==> src/rtl/sad_pkg.sv <==
// Shared definitions for the SAD engine: datapath geometry and controller state.
//   DATA_W : pixel width of the A/B memory words
//   DEPTH  : pixel pairs per SAD run
//   ADDR_W : memory address width
//   SUM_W  : accumulator/result width, sized so a full run cannot overflow
package sad_pkg;

  localparam int unsigned DATA_W = 8;
  localparam int unsigned DEPTH  = 256;
  localparam int unsigned ADDR_W = $clog2(DEPTH);
  localparam int unsigned SUM_W  = DATA_W + ADDR_W;

  // Index counter needs one extra bit so it can sit at DEPTH after the last pair.
  localparam int unsigned IDX_W  = ADDR_W + 1;

  // Controller states, shared so controller and datapath agree on the sequence:
  //   S0 idle, S1 clear, S2 loop test, S3 accumulate, S4 final load.
  typedef enum logic [2:0] {
    SAD_S0 = 3'd0,
    SAD_S1 = 3'd1,
    SAD_S2 = 3'd2,
    SAD_S3 = 3'd3,
    SAD_S4 = 3'd4
  } sad_state_e;

endpackage : sad_pkg

==> src/rtl/sad_datapath_if.sv <==
// Controller/memory-facing bus of the SAD datapath.
//   master : controller + memory side (drives strobes and read data)
//   slave  : datapath side (drives addresses, read enables, status, result)
interface sad_datapath_if;
  import sad_pkg::*;

  // Control strobes from the controller
  logic              AB_rd;
  logic              i_inc;
  logic              i_clr;
  logic              sum_ld;
  logic              sum_clr;
  logic              sadreg_ld;
  logic              sadreg_clr;

  // Status back to the controller
  logic              i_lt_256;

  // Memory read ports (asynchronous read)
  logic              A_rd;
  logic              B_rd;
  logic [ADDR_W-1:0] A_addr;
  logic [ADDR_W-1:0] B_addr;
  logic [DATA_W-1:0] A_data;
  logic [DATA_W-1:0] B_data;

  // Result
  logic [SUM_W-1:0]  sad;
  logic              sad_valid;

  modport master (
    output AB_rd, i_inc, i_clr, sum_ld, sum_clr, sadreg_ld, sadreg_clr,
    output A_data, B_data,
    input  i_lt_256, A_rd, B_rd, A_addr, B_addr, sad, sad_valid
  );

  modport slave (
    input  AB_rd, i_inc, i_clr, sum_ld, sum_clr, sadreg_ld, sadreg_clr,
    input  A_data, B_data,
    output i_lt_256, A_rd, B_rd, A_addr, B_addr, sad, sad_valid
  );

endinterface : sad_datapath_if

==> src/rtl/sad_absdiff.sv <==
// Combinational unsigned absolute difference |a - b|.
//   a, b   : unsigned operands, DATA_W bits
//   diff_c : |a - b|, DATA_W bits (always fits, no sign needed)
module sad_absdiff #(
  parameter int unsigned DATA_W = 8
) (
  input  logic [DATA_W-1:0] a,
  input  logic [DATA_W-1:0] b,
  output logic [DATA_W-1:0] diff_c
);

  // Subtract the smaller from the larger so the result never wraps.
  always_comb begin
    diff_c = '0;
    if (a >= b) begin
      diff_c = a - b;
    end else begin
      diff_c = b - a;
    end
  end

endmodule : sad_absdiff

==> src/rtl/sad_datapath.sv <==
// SAD engine datapath: block index counter, A/B read addressing, |A-B|
// accumulator and SAD result register, stepped by the controller's strobes.
//   clk        : clock, all state on rising edge
//   rst        : asynchronous reset, active-low
//   bus.slave  : strobes in (AB_rd, i_inc/i_clr, sum_ld/sum_clr,
//                sadreg_ld/sadreg_clr), memory data in (A_data, B_data),
//                i_lt_256 status out, memory read enables/addresses out,
//                sad result and sad_valid out
// i_lt_256, A/B addresses and read enables are combinational from registered
// state / strobes so the asynchronous-read memories answer in the same cycle.
module sad_datapath
  import sad_pkg::*;
(
  input  logic           clk,
  input  logic           rst,
  sad_datapath_if.slave  bus
);

  localparam logic [IDX_W-1:0] DEPTH_IDX = IDX_W'(DEPTH);
  localparam logic [IDX_W-1:0] ONE_IDX   = IDX_W'(1);

  logic [IDX_W-1:0]  i_q;
  logic [SUM_W-1:0]  sum_q;
  logic [SUM_W-1:0]  sadreg_q;
  logic              sad_valid_q;
  logic [DATA_W-1:0] diff_c;
  logic              i_lt_c;

  // Pixel difference of the pair at the current index.
  sad_absdiff #(
    .DATA_W (DATA_W)
  ) u_absdiff (
    .a      (bus.A_data),
    .b      (bus.B_data),
    .diff_c (diff_c)
  );

  assign i_lt_c = (i_q < DEPTH_IDX);

  // Index counter: clear wins over increment; parks at DEPTH instead of wrapping.
  always_ff @(posedge clk or negedge rst) begin
    if (!rst) begin
      i_q <= '0;
    end else if (bus.i_clr) begin
      i_q <= '0;
    end else if (bus.i_inc && i_lt_c) begin
      i_q <= i_q + ONE_IDX;
    end
  end

  // Accumulator: SUM_W is wide enough for DEPTH maximal differences.
  always_ff @(posedge clk or negedge rst) begin
    if (!rst) begin
      sum_q <= '0;
    end else if (bus.sum_clr) begin
      sum_q <= '0;
    end else if (bus.sum_ld) begin
      sum_q <= sum_q + SUM_W'(diff_c);
    end
  end

  // Result register captures the pre-update sum; the load issued once the
  // index has reached DEPTH is the final one and marks the result valid.
  always_ff @(posedge clk or negedge rst) begin
    if (!rst) begin
      sadreg_q    <= '0;
      sad_valid_q <= 1'b0;
    end else if (bus.sadreg_clr) begin
      sadreg_q    <= '0;
      sad_valid_q <= 1'b0;
    end else if (bus.sadreg_ld) begin
      sadreg_q <= sum_q;
      if (!i_lt_c) begin
        sad_valid_q <= 1'b1;
      end
    end
  end

  assign bus.i_lt_256  = i_lt_c;
  assign bus.A_addr    = i_q[ADDR_W-1:0];
  assign bus.B_addr    = i_q[ADDR_W-1:0];
  assign bus.A_rd      = bus.AB_rd;
  assign bus.B_rd      = bus.AB_rd;
  assign bus.sad       = sadreg_q;
  assign bus.sad_valid = sad_valid_q;

endmodule : sad_datapath

==> src/flat_wrapper.sv <==
// flat-port wrapper written by rule: the top's interface ports become plain ports
module sad_datapath_flat import sad_pkg::*;
  (clk, rst, bus_AB_rd, bus_i_inc, bus_i_clr, bus_sum_ld, bus_sum_clr, bus_sadreg_ld, bus_sadreg_clr, bus_A_data, bus_B_data, bus_i_lt_256, bus_A_rd, bus_B_rd, bus_A_addr, bus_B_addr, bus_sad, bus_sad_valid);
  sad_datapath_if bus_i ();
  input  logic clk;
  input  logic rst;
  input wire logic [$bits(bus_i.AB_rd)-1:0] bus_AB_rd;
  input wire logic [$bits(bus_i.i_inc)-1:0] bus_i_inc;
  input wire logic [$bits(bus_i.i_clr)-1:0] bus_i_clr;
  input wire logic [$bits(bus_i.sum_ld)-1:0] bus_sum_ld;
  input wire logic [$bits(bus_i.sum_clr)-1:0] bus_sum_clr;
  input wire logic [$bits(bus_i.sadreg_ld)-1:0] bus_sadreg_ld;
  input wire logic [$bits(bus_i.sadreg_clr)-1:0] bus_sadreg_clr;
  input wire logic [$bits(bus_i.A_data)-1:0] bus_A_data;
  input wire logic [$bits(bus_i.B_data)-1:0] bus_B_data;
  output wire logic [$bits(bus_i.i_lt_256)-1:0] bus_i_lt_256;
  output wire logic [$bits(bus_i.A_rd)-1:0] bus_A_rd;
  output wire logic [$bits(bus_i.B_rd)-1:0] bus_B_rd;
  output wire logic [$bits(bus_i.A_addr)-1:0] bus_A_addr;
  output wire logic [$bits(bus_i.B_addr)-1:0] bus_B_addr;
  output wire logic [$bits(bus_i.sad)-1:0] bus_sad;
  output wire logic [$bits(bus_i.sad_valid)-1:0] bus_sad_valid;
  assign bus_i.AB_rd = bus_AB_rd;
  assign bus_i.i_inc = bus_i_inc;
  assign bus_i.i_clr = bus_i_clr;
  assign bus_i.sum_ld = bus_sum_ld;
  assign bus_i.sum_clr = bus_sum_clr;
  assign bus_i.sadreg_ld = bus_sadreg_ld;
  assign bus_i.sadreg_clr = bus_sadreg_clr;
  assign bus_i.A_data = bus_A_data;
  assign bus_i.B_data = bus_B_data;
  assign bus_i_lt_256 = bus_i.i_lt_256;
  assign bus_A_rd = bus_i.A_rd;
  assign bus_B_rd = bus_i.B_rd;
  assign bus_A_addr = bus_i.A_addr;
  assign bus_B_addr = bus_i.B_addr;
  assign bus_sad = bus_i.sad;
  assign bus_sad_valid = bus_i.sad_valid;
  sad_datapath u_core (.clk(clk), .rst(rst), .bus(bus_i));
endmodule
==> config.mk <==
export PLATFORM = sky130hd
export DESIGN_NAME = sad_datapath_flat
export DESIGN_NICKNAME = d
export VERILOG_FILES = /design/src/rtl/sad_pkg.sv /design/src/rtl/sad_datapath_if.sv /design/src/rtl/sad_absdiff.sv /design/src/rtl/sad_datapath.sv /design/src/flat_wrapper.sv
export SDC_FILE = /design/constraint.sdc
export NUM_CORES = 1
export LEC_CHECK = 0
export CORE_ASPECT_RATIO = 0.6
export CORE_MARGIN = 2
export CORE_UTILIZATION = 30
export CTS_BUF_LIST = sky130_fd_sc_hd__clkbuf_4 sky130_fd_sc_hd__clkbuf_8 sky130_fd_sc_hd__clkbuf_16
export CTS_CLUSTER_DIAMETER = 50
export DETAILED_ROUTE_END_ITERATION = 8
export GPL_ROUTABILITY_DRIVEN = 0
export HOLD_SLACK_MARGIN = 0.03
export PLACE_DENSITY = 0.49
export SYNTH_ARGS = -nofsm -noshare
export SYNTH_HDL_FRONTEND = slang
export SYNTH_SLANG_ARGS = --single-unit
==> constraint.sdc <==
create_clock -name clk -period 4.7 [get_ports clk]
set_input_delay 0.94 -clock clk [delete_from_list [all_inputs] [get_ports clk]]
set_output_delay 0.94 -clock clk [all_outputs]
set_load 0.1 [all_outputs]
Word-level counts from Yosys, hierarchy flattened

Index checks and enable logic that the tools add are counted.

Register bits: 42
Output and inout bits: 36

Reduce and logical (&&, ||, !) cells: 5
Equal/unequal tests: 1
Magnitude comparators: 2
$add $sub $neg: 4
Mux-type cells: 10

Operators by type and width:

| kind                | count |
|---|---|
| $mux 16             | 4 |
| $mux 9              | 2 |
| $add 16x8->16       | 1 |
| $sub 8x8->8         | 2 |
| $add 9x1->9 const B | 1 |
| $lt 9x9->1 const B  | 1 |
| $ge 8x8->1          | 1 |
| $mux 8              | 1 |
| $reduce_bool 2->1   | 3 |
| $mux 1              | 3 |
| $ne 2x2->1 const B  | 1 |
| $reduce_and 2->1    | 1 |
| $logic_and 1x1->1   | 1 |

Logic depth before layout (Yosys ltp)

Word-level depth: 5
Gate-level depth with buffers: 16
Depth with buffers taken out: 15

Hierarchy

From an unflattened synthesis, not the netlist that was laid out.

Cell total of the unflattened synthesis: 329
Area total of the unflattened synthesis: 3,113.0 um^2

Modules (own cells, without submodules):

| module       | area an instance (um^2) | seq. area each (um^2) | times used | cells an instance |
|---|---|---|---|---|
| sad_datapath | 2,461.1                 | 1,051.0               | 1          | 248 |
| sad_absdiff  | 651.9                   | 0.0                   | 1          | 81 |

Least setup slack after synthesis

Ideal clock, no wire load.

Path kind: input -> register
Start: input port bus_B_data[5]
End: register u_core.sum_q[5]
Data arrival time: 4,016 ps
Cell stages on the path: 14
Required time: 4,584 ps
Slack: 569 ps
Path through: inv_1 ha_1 buf_6 a21o_1 a21o_1 a211oi_4 mux2i_1 xnor2_1 ha_1 nand2_1 o21ai_0 a21oi_1 or4b_2 o311ai_0

Longest elaborated chain between the ends: 5
Elaborated cells between the ends (all ways): 7

RTL lines:

| element                             | line               | text |
|---|---|---|
| from (decl)                         | flat_wrapper.sv:15 | `input wire logic [$bits(bus_i.B_data)-1:0] bus_B_data;` |
| $sub 8x8->8 (tied with other cells) | sad_absdiff.sv:18  | `diff_c = b - a;` |
| $mux 8 *                            | sad_absdiff.sv:15  | `if (a >= b) begin` |
| $add 16x8->16 *                     | sad_datapath.sv:58 | `sum_q <= sum_q + SUM_W'(diff_c);` |
| $mux 16 *                           | sad_datapath.sv:57 | `end else if (bus.sum_ld) begin` |
| $mux 16 *                           | sad_datapath.sv:55 | `end else if (bus.sum_clr) begin` |
| to (signal assigned)                | sad_datapath.sv:58 |  |
| to (decl)                           | sad_datapath.sv:23 | `logic [SUM_W-1:0] sum_q;` |

Mark *: on every way between the ends. The rest lies on a longest branch, timed or not. The select of a mux whose other input is x is not followed.
A chain may end at the register's enable or synchronous reset.

Worst setup path after layout

Start: input port bus_A_data[0]
End: register u_core.sum_q[14]

Longest elaborated chain between the ends: 5
Elaborated cells between the ends (all ways): 7

RTL lines:

| element                             | line               | text |
|---|---|---|
| from (decl)                         | flat_wrapper.sv:14 | `input wire logic [$bits(bus_i.A_data)-1:0] bus_A_data;` |
| $sub 8x8->8 (tied with other cells) | sad_absdiff.sv:18  |  |
| $mux 8 *                            | sad_absdiff.sv:15  |  |
| $add 16x8->16 *                     | sad_datapath.sv:58 |  |
| $mux 16 *                           | sad_datapath.sv:57 |  |
| $mux 16 *                           | sad_datapath.sv:55 |  |

Marked as above.

==> results by group <==
Critical path
  – Worst setup EP type: register
  – CP Cell Sequence: clkdlybuf4s50_1, inv_1, ha_1, inv_1, fa_1, nand3_1, a31oi_1, a211oi_4, buf_4, mux2i_1, xor2_1, ha_1, a21oi_1, nor3b_1, buf_4, a2111oi_0, xnor2_1, nor2_1
  – CP peak stage delay: 0.49 ns
  – Crit Path Max Fanout: 4
  – Worst Path Required: 4.87 ns
  – Crit start category: input port
  – CP max-delay cell: a2111oi_0
  – Crit path kind: in -> reg
  – Arr. time, crit path: 4.58 ns

Timing
  – Final setup fails: 0
  – Setup Skew: 0.00682 ns
  – Final hold violations: 0
  – F_max: 0.227 GHz
  – Unrepaired setup endpoints after global routing: false
  – Slew Limit Fails: 0
  – Slew HR: 0.317
  – Final min period: 4.41 ns
  – Period utilisation layout: 0.938
  – Worst-margin pin slew: 1.02 ns
  – Final hold slack: 0.507 ns

Synthesis
  – Complex-gate fraction of the synthesized area: 0.126
  – Syn Nets: 377
  – Largest family of logic cells by synthesized area: simple AND/OR/NAND/NOR gates
  – Yosys warns: 0
  – Unique masters post-synth: 40
  – Syn Std Cell Area: 3020 µm²
  – Synth Area in Adders: 0.128
  – Simple-Gate Fraction of Synth Area: 0.131
  – Number of synthesized register bits: 42
  – Register area share after synthesis: 0.348
  – Mean cell area of the mapped netlist: 9.35 µm²
  – Post-Syn Instances: 323
  – Mux share of post-synthesis cell area: 0.109
  – Xor-xnor portion of the synthesized cell area: 0.0609

Floorplan
  – Core Footprint: 9810 µm²
  – Die area: 10900 µm²
  – Starting Density: 0.308
  – Ports: 61
  – Rows: 28
  – Die Y: 81.7 µm
  – Die W: 134 µm

Placed design
  – Area after DPL: 3690 µm²
  – Number of port buffers: 57
  – Final HPWL DP: 5400 µm

Power and ir drop
  – Power Density: 382 nW/µm²
  – LEAKAGE: 1.83 nW
  – Max VDD drop: 0.163 mV
  – PnR Total Power: 1.47 mW

Clocking
  – Post-CTS Hold Buffers: 0
  – Clock Latency Late Sink: 0.29 ns
  – Bufs on Longest Clock Path: 2
  – Post-CTS resize count: 0
  – Clk sinks: 42
  – Clk root buf: clkbuf_16
  – Clk slew on worst S/H paths: 0.06 ns
  – CTS tree: yes
  – Post-CTS Setup Inserts: 0
  – H-tree level count: 2
  – Inserted Clock Buffers: 5

Finish
  – Finished layout cell area: 3860 µm²
  – NumNets Final: 427
  – Final core occ: 0.393
  – N_diodes: 0
  – Area Overhead vs Synth: 27.7%
  – Share of cells above drive strength 1: 0.0963

GRT
  – Total Routing Usage GR: 0.130
  – First-pass GRT wire length: 11100 µm
  – Initial antenna violation count: 0
  – Vias in the first global route: 2167
  – Overflow left after global routing: 0
  – Largest net degree at the start of global routing: 43

Routing
  – Wire per inst: 13.4 µm
  – Vias per Instance: 4.65
  – Post-route antenna net violation count: 0
  – DRC: 0
  – DR iter-0 viols: 123
  – Pre-antenna DRT Iters: 4
  – DR vias: 2369
  – Routed wire length: 6850 µm

Min path
  – Hold crit path type: reg -> reg

Flow run
  – Max-cap violations: 0

Outcome
  – Run status: finished, final reports clean
## state kept, by name, summed over array words and instances, names as in the netlist
register and flops:
u_core.bus.sad_valid 1, u_core.i_q 9, u_core.bus.sad 16, u_core.sum_q 16
## cells in the final DEF (no fill, tap or decap), drive strengths merged, types with 2 or more instances in the layout
cell and n:
nand3b 3, nor2b 4, mux2i 28, a21o 9
o21ai 6, buf 19, nand2b 2, xnor2 12
nand2 16, dfrtp 42, a31oi 6, inv 25
a21oi 20, nand3 4, ha 26, nor2 38
clkdlybuf4s50 56, xor2 9, fa 3, clkinv 2
or3 4, and3 3, a21boi 2, mux2 4
clkbuf 5, o21a 2, nand4 7, a211oi 8
## kinds of logic after synthesis
logic type      count (synthesis)
mux                            32
buf+inv                        57
flops                          42
simple gates                   84
xor+xnor                       21
fa+ha+maj                      29
compound gates                 58
## cells in the mapped netlist (all sizes together)
master | number | area share
nand4 | 7 | 0.014
dfrtp | 42 | 0.35
nand3b | 3 | 0.0075
nand2 | 16 | 0.020
o21a | 2 | 0.0050
a2111oi | 1 | 0.0029
a31oi | 6 | 0.012
and3 | 3 | 0.0062
inv | 25 | 0.031
nor2b | 4 | 0.0083
o22ai | 1 | 0.0021
a21boi | 2 | 0.0050
ha | 26 | 0.11
fa | 3 | 0.020
nor3b | 1 | 0.0025
o21bai | 1 | 0.0025
xor2 | 9 | 0.026
or3 | 4 | 0.0083
clkbuf | 8 | 0.0099
a211oi | 8 | 0.024
buf | 24 | 0.056
o311ai | 1 | 0.0029
a211o | 1 | 0.0029
nand4b | 1 | 0.0029
a21o | 9 | 0.024
nand3 | 4 | 0.0066
or4b | 1 | 0.0033
xnor2 | 12 | 0.035
mux2i | 28 | 0.093
nand2b | 2 | 0.0041
nor2 | 38 | 0.047
mux2 | 4 | 0.016
o21ai | 6 | 0.0099
a21oi | 20 | 0.033
## final cells by class
class	count	area, µm²
inverter	25	93.8
clock inverter	3	40.0
clock buffer	5	125
multi-input combinational	224	1680
sequential	42	1050
tap	135	169
fill	991	5950
timing repair buffer	75	701
## layer usage
layer	wire length (µm)	track usage	part of all wire	vias up
met5	0	0	0	-
met4	26	0.0191	0.0038	0
met3	295	0.0383	0.043	5
met2	2760	0.183	0.40	40
met1	3770	0.198	0.55	1140
li1	-	-	-	1184
## where the power goes
group	leakage (nW)	internal (mW)	switching, mW	total, mW
clock	0.0836	0.249	0.148	0.397
sequential	0.577	0.396	0.0360	0.432
combinational	1.17	0.280	0.363	0.643
## worst max-delay path: cells and delay by family
kind                     cells  cell delay, ns
buffers and inverters        5            0.91
multiplexers                 1            0.21
XOR/XNOR                     2            0.29
adder cells (fa/ha/maj)      3            0.86
AND/OR/NAND/NOR              3            0.31
AO/OA/AOI/OAI                4            1.06
## worst paths after layout
| path | slack (ns) | startpoint | end | cells after the start |
|---|---|---|---|---|
| worst max-delay path | 0.29 | bus_A_data[0] | u_core.sum_q[14]$_DFFE_PN0P_ | 18 |
| worst min register to register | 0.51 | u_core.bus.sad_valid$_DFFE_PN0P_ | u_core.bus.sad_valid$_DFFE_PN0P_ | 2 |
| max in group asynchronous | 3.29 | rst | u_core.i_q[5]$_DFFE_PN0P_ | 1 |
| min in group asynchronous | 0.79 | rst | u_core.bus.sad[14]$_DFFE_PN0P_ | 1 |
| worst min-delay path | 0.51 | u_core.bus.sad_valid$_DFFE_PN0P_ | u_core.bus.sad_valid$_DFFE_PN0P_ | 2 |
| worst max register to register | 2.41 | u_core.sum_q[0]$_DFFE_PN0P_ | u_core.sum_q[14]$_DFFE_PN0P_ | 8 |
## metrics by stage
step                setup TNS (ns)  worst slack, ns  std cells
floorplan                        0            0.569        323
global placement                 0           0.0283        501
detailed placement         -0.0560          -0.0560        501
CTS                              0            0.242        509
global route                     0           0.0549        509
finish                           0            0.291        509
Note: power is estimated with default switching activity, not from simulation.
